`src/rtl/mem_dma_if.sv`:
```
// Shared single-port RAM bus seen by the DMA engine: arbiter handshake plus
// address/data/write-enable with a registered one-cycle read path.
interface mem_dma_if #(
    parameter int AW = 16,
    parameter int DW = 16
);
    logic          mem_req;
    logic          mem_gnt;
    logic [AW-1:0] addr;
    logic [DW-1:0] din;
    logic          we;
    logic [DW-1:0] dout;

    modport master (
        output mem_req,
        output addr,
        output din,
        output we,
        input  mem_gnt,
        input  dout
    );

    modport slave (
        input  mem_req,
        input  addr,
        input  din,
        input  we,
        output mem_gnt,
        output dout
    );
endinterface

```
`src/rtl/mem_dma.sv`:
```
// Block copy / fill engine sharing the CPU's synchronous RAM port behind an
// external arbiter; copies run ascending, fills write one word per cycle.
module mem_dma #(
    parameter int AW = 16,
    parameter int DW = 16
) (
    input  logic          clk,
    input  logic          rst_n,
    input  logic          start,
    input  logic          mode,
    input  logic [AW-1:0] src,
    input  logic [AW-1:0] dst,
    input  logic [15:0]   len,
    input  logic [DW-1:0] pattern,
    output logic          busy,
    output logic          done,
    mem_dma_if.master     bus
);

    typedef enum logic [2:0] {
        IDLE,
        REQ,
        RD,
        WR,
        FILL,
        DONE
    } state_t;

    state_t        state;
    state_t        state_nxt;
    logic [AW-1:0] sp;
    logic [AW-1:0] dp;
    logic [15:0]   cnt;
    logic          md;
    logic [DW-1:0] pat;

    always_ff @(posedge clk or negedge rst_n) begin
        if (!rst_n) begin
            state <= IDLE;
        end else begin
            state <= state_nxt;
        end
    end

    // Transfer registers: loaded once per accepted start, stepped per written word.
    always_ff @(posedge clk or negedge rst_n) begin
        if (!rst_n) begin
            sp  <= '0;
            dp  <= '0;
            cnt <= '0;
            md  <= 1'b0;
            pat <= '0;
        end else begin
            case (state)
                IDLE: begin
                    if (start) begin
                        sp  <= src;
                        dp  <= dst;
                        cnt <= len;
                        md  <= mode;
                        pat <= pattern;
                    end
                end
                WR: begin
                    sp  <= sp + AW'(1);
                    dp  <= dp + AW'(1);
                    cnt <= cnt - 16'd1;
                end
                FILL: begin
                    dp  <= dp + AW'(1);
                    cnt <= cnt - 16'd1;
                end
                default: begin
                end
            endcase
        end
    end

    // Bus outputs are pure state decodes, so the RAM port sits at zero whenever
    // the engine is not actively addressing memory.
    always_comb begin
        state_nxt   = state;
        busy        = 1'b1;
        done        = 1'b0;
        bus.mem_req = 1'b0;
        bus.addr    = '0;
        bus.din     = '0;
        bus.we      = 1'b0;
        case (state)
            IDLE: begin
                busy = 1'b0;
                if (start) begin
                    state_nxt = (len == 16'd0) ? DONE : REQ;
                end
            end
            REQ: begin
                bus.mem_req = 1'b1;
                if (bus.mem_gnt) begin
                    state_nxt = md ? FILL : RD;
                end
            end
            RD: begin
                bus.mem_req = 1'b1;
                bus.addr    = sp;
                state_nxt   = WR;
            end
            WR: begin
                bus.mem_req = 1'b1;
                bus.addr    = dp;
                bus.din     = bus.dout;
                bus.we      = 1'b1;
                state_nxt   = (cnt == 16'd1) ? DONE : RD;
            end
            FILL: begin
                bus.mem_req = 1'b1;
                bus.addr    = dp;
                bus.din     = pat;
                bus.we      = 1'b1;
                state_nxt   = (cnt == 16'd1) ? DONE : FILL;
            end
            DONE: begin
                done      = 1'b1;
                state_nxt = IDLE;
            end
            default: begin
                state_nxt = IDLE;
            end
        endcase
    end

    // A write must never appear without the bus being held.
    assert property (@(posedge clk) disable iff (!rst_n) bus.we |-> bus.mem_req);
    assert property (@(posedge clk) disable iff (!rst_n) done |=> !busy);

endmodule

```
`src/flat_wrapper.sv`:
```
// flat-port wrapper written by rule: the top's interface ports become plain ports
module mem_dma_flat 
#(
    parameter int AW = 16,
    parameter int DW = 16
)
  (clk, rst_n, start, mode, src, dst, len, pattern, busy, done, bus_mem_req, bus_addr, bus_din, bus_we, bus_mem_gnt, bus_dout);
  mem_dma_if #(.AW(AW), .DW(DW)) bus_i ();
  input  logic clk;
  input  logic rst_n;
  input  logic start;
  input  logic mode;
  input  logic [AW-1:0] src;
  input  logic [AW-1:0] dst;
  input  logic [15:0] len;
  input  logic [DW-1:0] pattern;
  output logic busy;
  output logic done;
  output wire logic [$bits(bus_i.mem_req)-1:0] bus_mem_req;
  output wire logic [$bits(bus_i.addr)-1:0] bus_addr;
  output wire logic [$bits(bus_i.din)-1:0] bus_din;
  output wire logic [$bits(bus_i.we)-1:0] bus_we;
  input wire logic [$bits(bus_i.mem_gnt)-1:0] bus_mem_gnt;
  input wire logic [$bits(bus_i.dout)-1:0] bus_dout;
  assign bus_mem_req = bus_i.mem_req;
  assign bus_addr = bus_i.addr;
  assign bus_din = bus_i.din;
  assign bus_we = bus_i.we;
  assign bus_i.mem_gnt = bus_mem_gnt;
  assign bus_i.dout = bus_dout;
  mem_dma #(.AW(AW), .DW(DW)) u_core (.clk(clk), .rst_n(rst_n), .start(start), .mode(mode), .src(src), .dst(dst), .len(len), .pattern(pattern), .busy(busy), .done(done), .bus(bus_i));
endmodule
```
`config.mk`:
```
export PLATFORM = sky130hd
export DESIGN_NAME = mem_dma_flat
export DESIGN_NICKNAME = d
export VERILOG_FILES = /design/src/rtl/mem_dma_if.sv /design/src/rtl/mem_dma.sv /design/src/flat_wrapper.sv
export SDC_FILE = /design/constraint.sdc
export NUM_CORES = 1
export LEC_CHECK = 0
export CORE_UTILIZATION = 35
export CTS_CLUSTER_DIAMETER = 200
export DETAILED_ROUTE_END_ITERATION = 12
export PLACE_DENSITY = 0.58
export SYNTH_ARGS = -nofsm -noshare
export SYNTH_HDL_FRONTEND = slang
export SYNTH_SLANG_ARGS = --single-unit
```
`constraint.sdc`:
```
create_clock -name clk -period 2.5 [get_ports clk]
set_input_delay 0.5 -clock clk [delete_from_list [all_inputs] [get_ports clk]]
set_output_delay 0.5 -clock clk [all_outputs]
set_load 0.005 [all_outputs]
```
==> flow_summary.yaml <==
run_status:
  status: "completed"
synthesis:
  synth_common_cells: "nand2_1 (96), dfrtp_1 (68), a22o_1 (25)"
  synthTopCellsByArea: "dfrtp_1 (40%), nand2_1 (8.4%), a22o_1 (5.1%), o21ai_0 (2.5%), nor4_1 (2.3%)"
  yosysSeqAreaShare: 0.3985
  synth_nets: 584
  synth_flop_cell: "dfrtp_1"
  netlist.area_leader.share: 0.3985
  synth_warnings: 0
  yosysMostFrequentCell: "nand2_1"
  async_flop_share: 1.000
  syn_inst: 495
  ys_types: 72
  yosysTopAreaCell: "dfrtp_1"
  syn-cell-area_sq_mm: 0.004270
  ys_seq_elements: 68
  syn_avg_cell_area_sq_um: 8.627
  synth_edf_count: 0
grt:
  grt_pass1_vias: 4299
  grt_max_degree: 69
  track_usage: 0.2277
  grt_remaining_overflow: 0
  grt_pass1_wl_um: 22510
  antenna_found_initial: 0
timing:
  setup_violations: 0
  skew_ns: 0.008237
  slew_headroom: 0.5079
  slew_viol_final: 0
  rsz0062_at_grt: "true"
  fmax_mhz: 407.3
  hold_violations: 0
  finalWorstSetupSlack_ns: 0.04491
  fin_crit_ns: 2.455
  finalCritPeriodShare: 0.9820
  worstMarginPinSlew_ns: 0.7315
clock_network:
  htreeDepth: 3
  clock-root-buffer: "clkbuf_16"
  holdBufCountCts: 0
  cts_tree: "yes"
  clkSlewWorstSetupHoldPaths_ns: 0.06
  clock_latency_ns: 0.33
  clock-sinks: 68
  cts_buffer_depth: 2
  numCtsBuffers: 9
job:
  maxCapViolCount: 0
critical_path:
  end_kind: "primary output"
  crit_required_ns: 2.00
  cp_data_arrival_time_ns: 1.96
  path_max_fanout: 6
  startpoint_type: "register"
  critical_path_class: "register to primary output"
floorplan:
  dieArea_sq_mm: 0.01265
  die_w_um: 112.5
  rows: 39
  start_util: 0.3662
  die_y_um: 112.5
  ios: 121
  core_sq_mm: 0.01166
placement:
  placed_cells: 749
  hpwl_um: 10120
  gp_congestion: 0.8562
  placed_area_sq_mm: 0.005747
  place_ws_ns: 0.1276
  io_buffer_count: 120
cells_and_area:
  fillers: 1092
  final_nets: 722
  area_delta_synth_final_pct: 48.40
  fin_cells: 781
  antennaDiodeCount: 0
  final_area_sq_mm: 0.006337
  drive_above_1_share: 0.1254
drt:
  drt-wirelength-per-cell_um: 18.27
  num_vias: 4480
  drc: 0
  first_iter_violations: 288
  antenna_left: 0
  wl_um: 14270
  dr.pass1.iters: 5
  vias_per_cell: 5.736
pwr:
  leakage_nw: 2.877
  power_density_mw_per_mm2: 1240
  ir_drop_mv: 0.5520
hold_path:
  min_path_type: "primary input to async pin"
==> where the power goes <==
group | internal [mW] | switching [mW]
sequential | 1.61 | 0.708
clock | 1.10 | 0.498
combinational | 1.97 | 1.97
==> worst max-delay path, stage by stage (launching register included) <==
cell	delay [ns]
dfrtp_2	0.44
buf_6	0.15
nor3b_4	0.25
buf_6	0.16
nand2_1	0.05
nand2_1	0.07
clkdlybuf4s50_1	0.51
==> metal layers <==
metal | up-vias | part of all wire | GRT usage
met5 | - | 0 | 0
met4 | 0 | 0.017 | 0.07022
met3 | 19 | 0.070 | 0.05724
met2 | 164 | 0.46 | 0.3648
met1 | 2132 | 0.46 | 0.3029
li1 | 2165 | - | -
==> through the flow <==
stage,power [mW],utilization,hold WS [ns],setup TNS [ns]
global route,8.382,0.5434,0.2242,-0.1957
CTS,7.757,0.5263,0.2125,-0.08403
floorplan,4.431,-,0.2044,0
global placement,6.131,0.4928,0.4635,0
finish,7.861,0.5434,0.1852,0
detailed placement,6.204,0.4928,0.4697,0
==> cell type report <==
class,count,area [sq um],share of cell area
multi-input combinational,381,2395,0.3779
sequential,68,1703,0.2687
timing repair buffer,164,1650,0.2604
clock buffer,10,239.0,0.03771
tap,143,178.9,0.02823
clock inverter,6,135.1,0.02132
inverter,9,36.28,0.005726
==> placed cells by master (no fill, tap or decap), types with 6 or more instances in the layout <==
cell type | Yosys | layout
nor2_1 | 18 | 18
buf_4 | 2 | 34
a21oi_1 | 18 | 18
o22ai_1 | 11 | 11
nor4_1 | 16 | 16
dlygate4sd2_1 | 0 | 12
o211ai_1 | 10 | 10
clkbuf_16 | 0 | 10
o21ai_0 | 21 | 17
and3_1 | 6 | 6
dfrtp_1 | 68 | 67
clkdlybuf4s50_1 | 0 | 87
a31oi_1 | 9 | 9
o22a_1 | 6 | 6
nand4_1 | 6 | 6
nand2_1 | 96 | 96
inv_1 | 8 | 8
or3_1 | 7 | 6
nand3_1 | 19 | 19
dlymetal6s2s_1 | 0 | 20
nor3_1 | 19 | 19
a22o_1 | 25 | 25
==> logic make-up (layout without fill, tap and decap cells) <==
family                     after synthesis  count (layout)  share of synthesized area
and+or+nand+nor                        220             220                     0.2716
AOI/OAI and AO/OA                      149             149                     0.2532
DFF                                     68              68                     0.3985
buffers and inverters                   46             189                    0.04658
muxes                                    6               6                    0.01436
adders and majority gates                4               4                    0.01172
xor gates and xnor gates                 2               2                   0.004103
==> registers in the layout, summed over array words and instances, names as in the netlist <==
| signal | count |
|---|---|
| u_core.pat | 16 |
| u_core.md | 1 |
| u_core.cnt | 16 |
| u_core.dp | 16 |
| u_core.sp | 16 |
| u_core.state | 3 |
==> path summary, 6_finish.rpt <==
path,from,end,slack (ns),cells after the start
max in group asynchronous,rst_n,u_core.state[0]$_DFFE_PN0P_,1.99,2
max,u_core.state[0]$_DFFE_PN0P_,bus_addr[6],0.04,6
min reg2reg,u_core.pat[15]$_DFFE_PN0P_,u_core.pat[15]$_DFFE_PN0P_,0.48,2
min in group clk,u_core.pat[15]$_DFFE_PN0P_,u_core.pat[15]$_DFFE_PN0P_,0.48,2
min,rst_n,u_core.cnt[4]$_DFFE_PN0P_,0.19,2
max reg2reg,u_core.state[0]$_DFFE_PN0P_,u_core.dp[6]$_DFFE_PN0P_,0.35,9
==> timing repair <==
action                     in CTS  in global routing
pin swaps                       2                  3
gates cloned                    0                  2
hold endpoints to repair        0                  0
buffers inserted                3                 11
setup endpoints to repair      33                 22
resized for setup              17                 31
(Power assumes the default switching activity.)
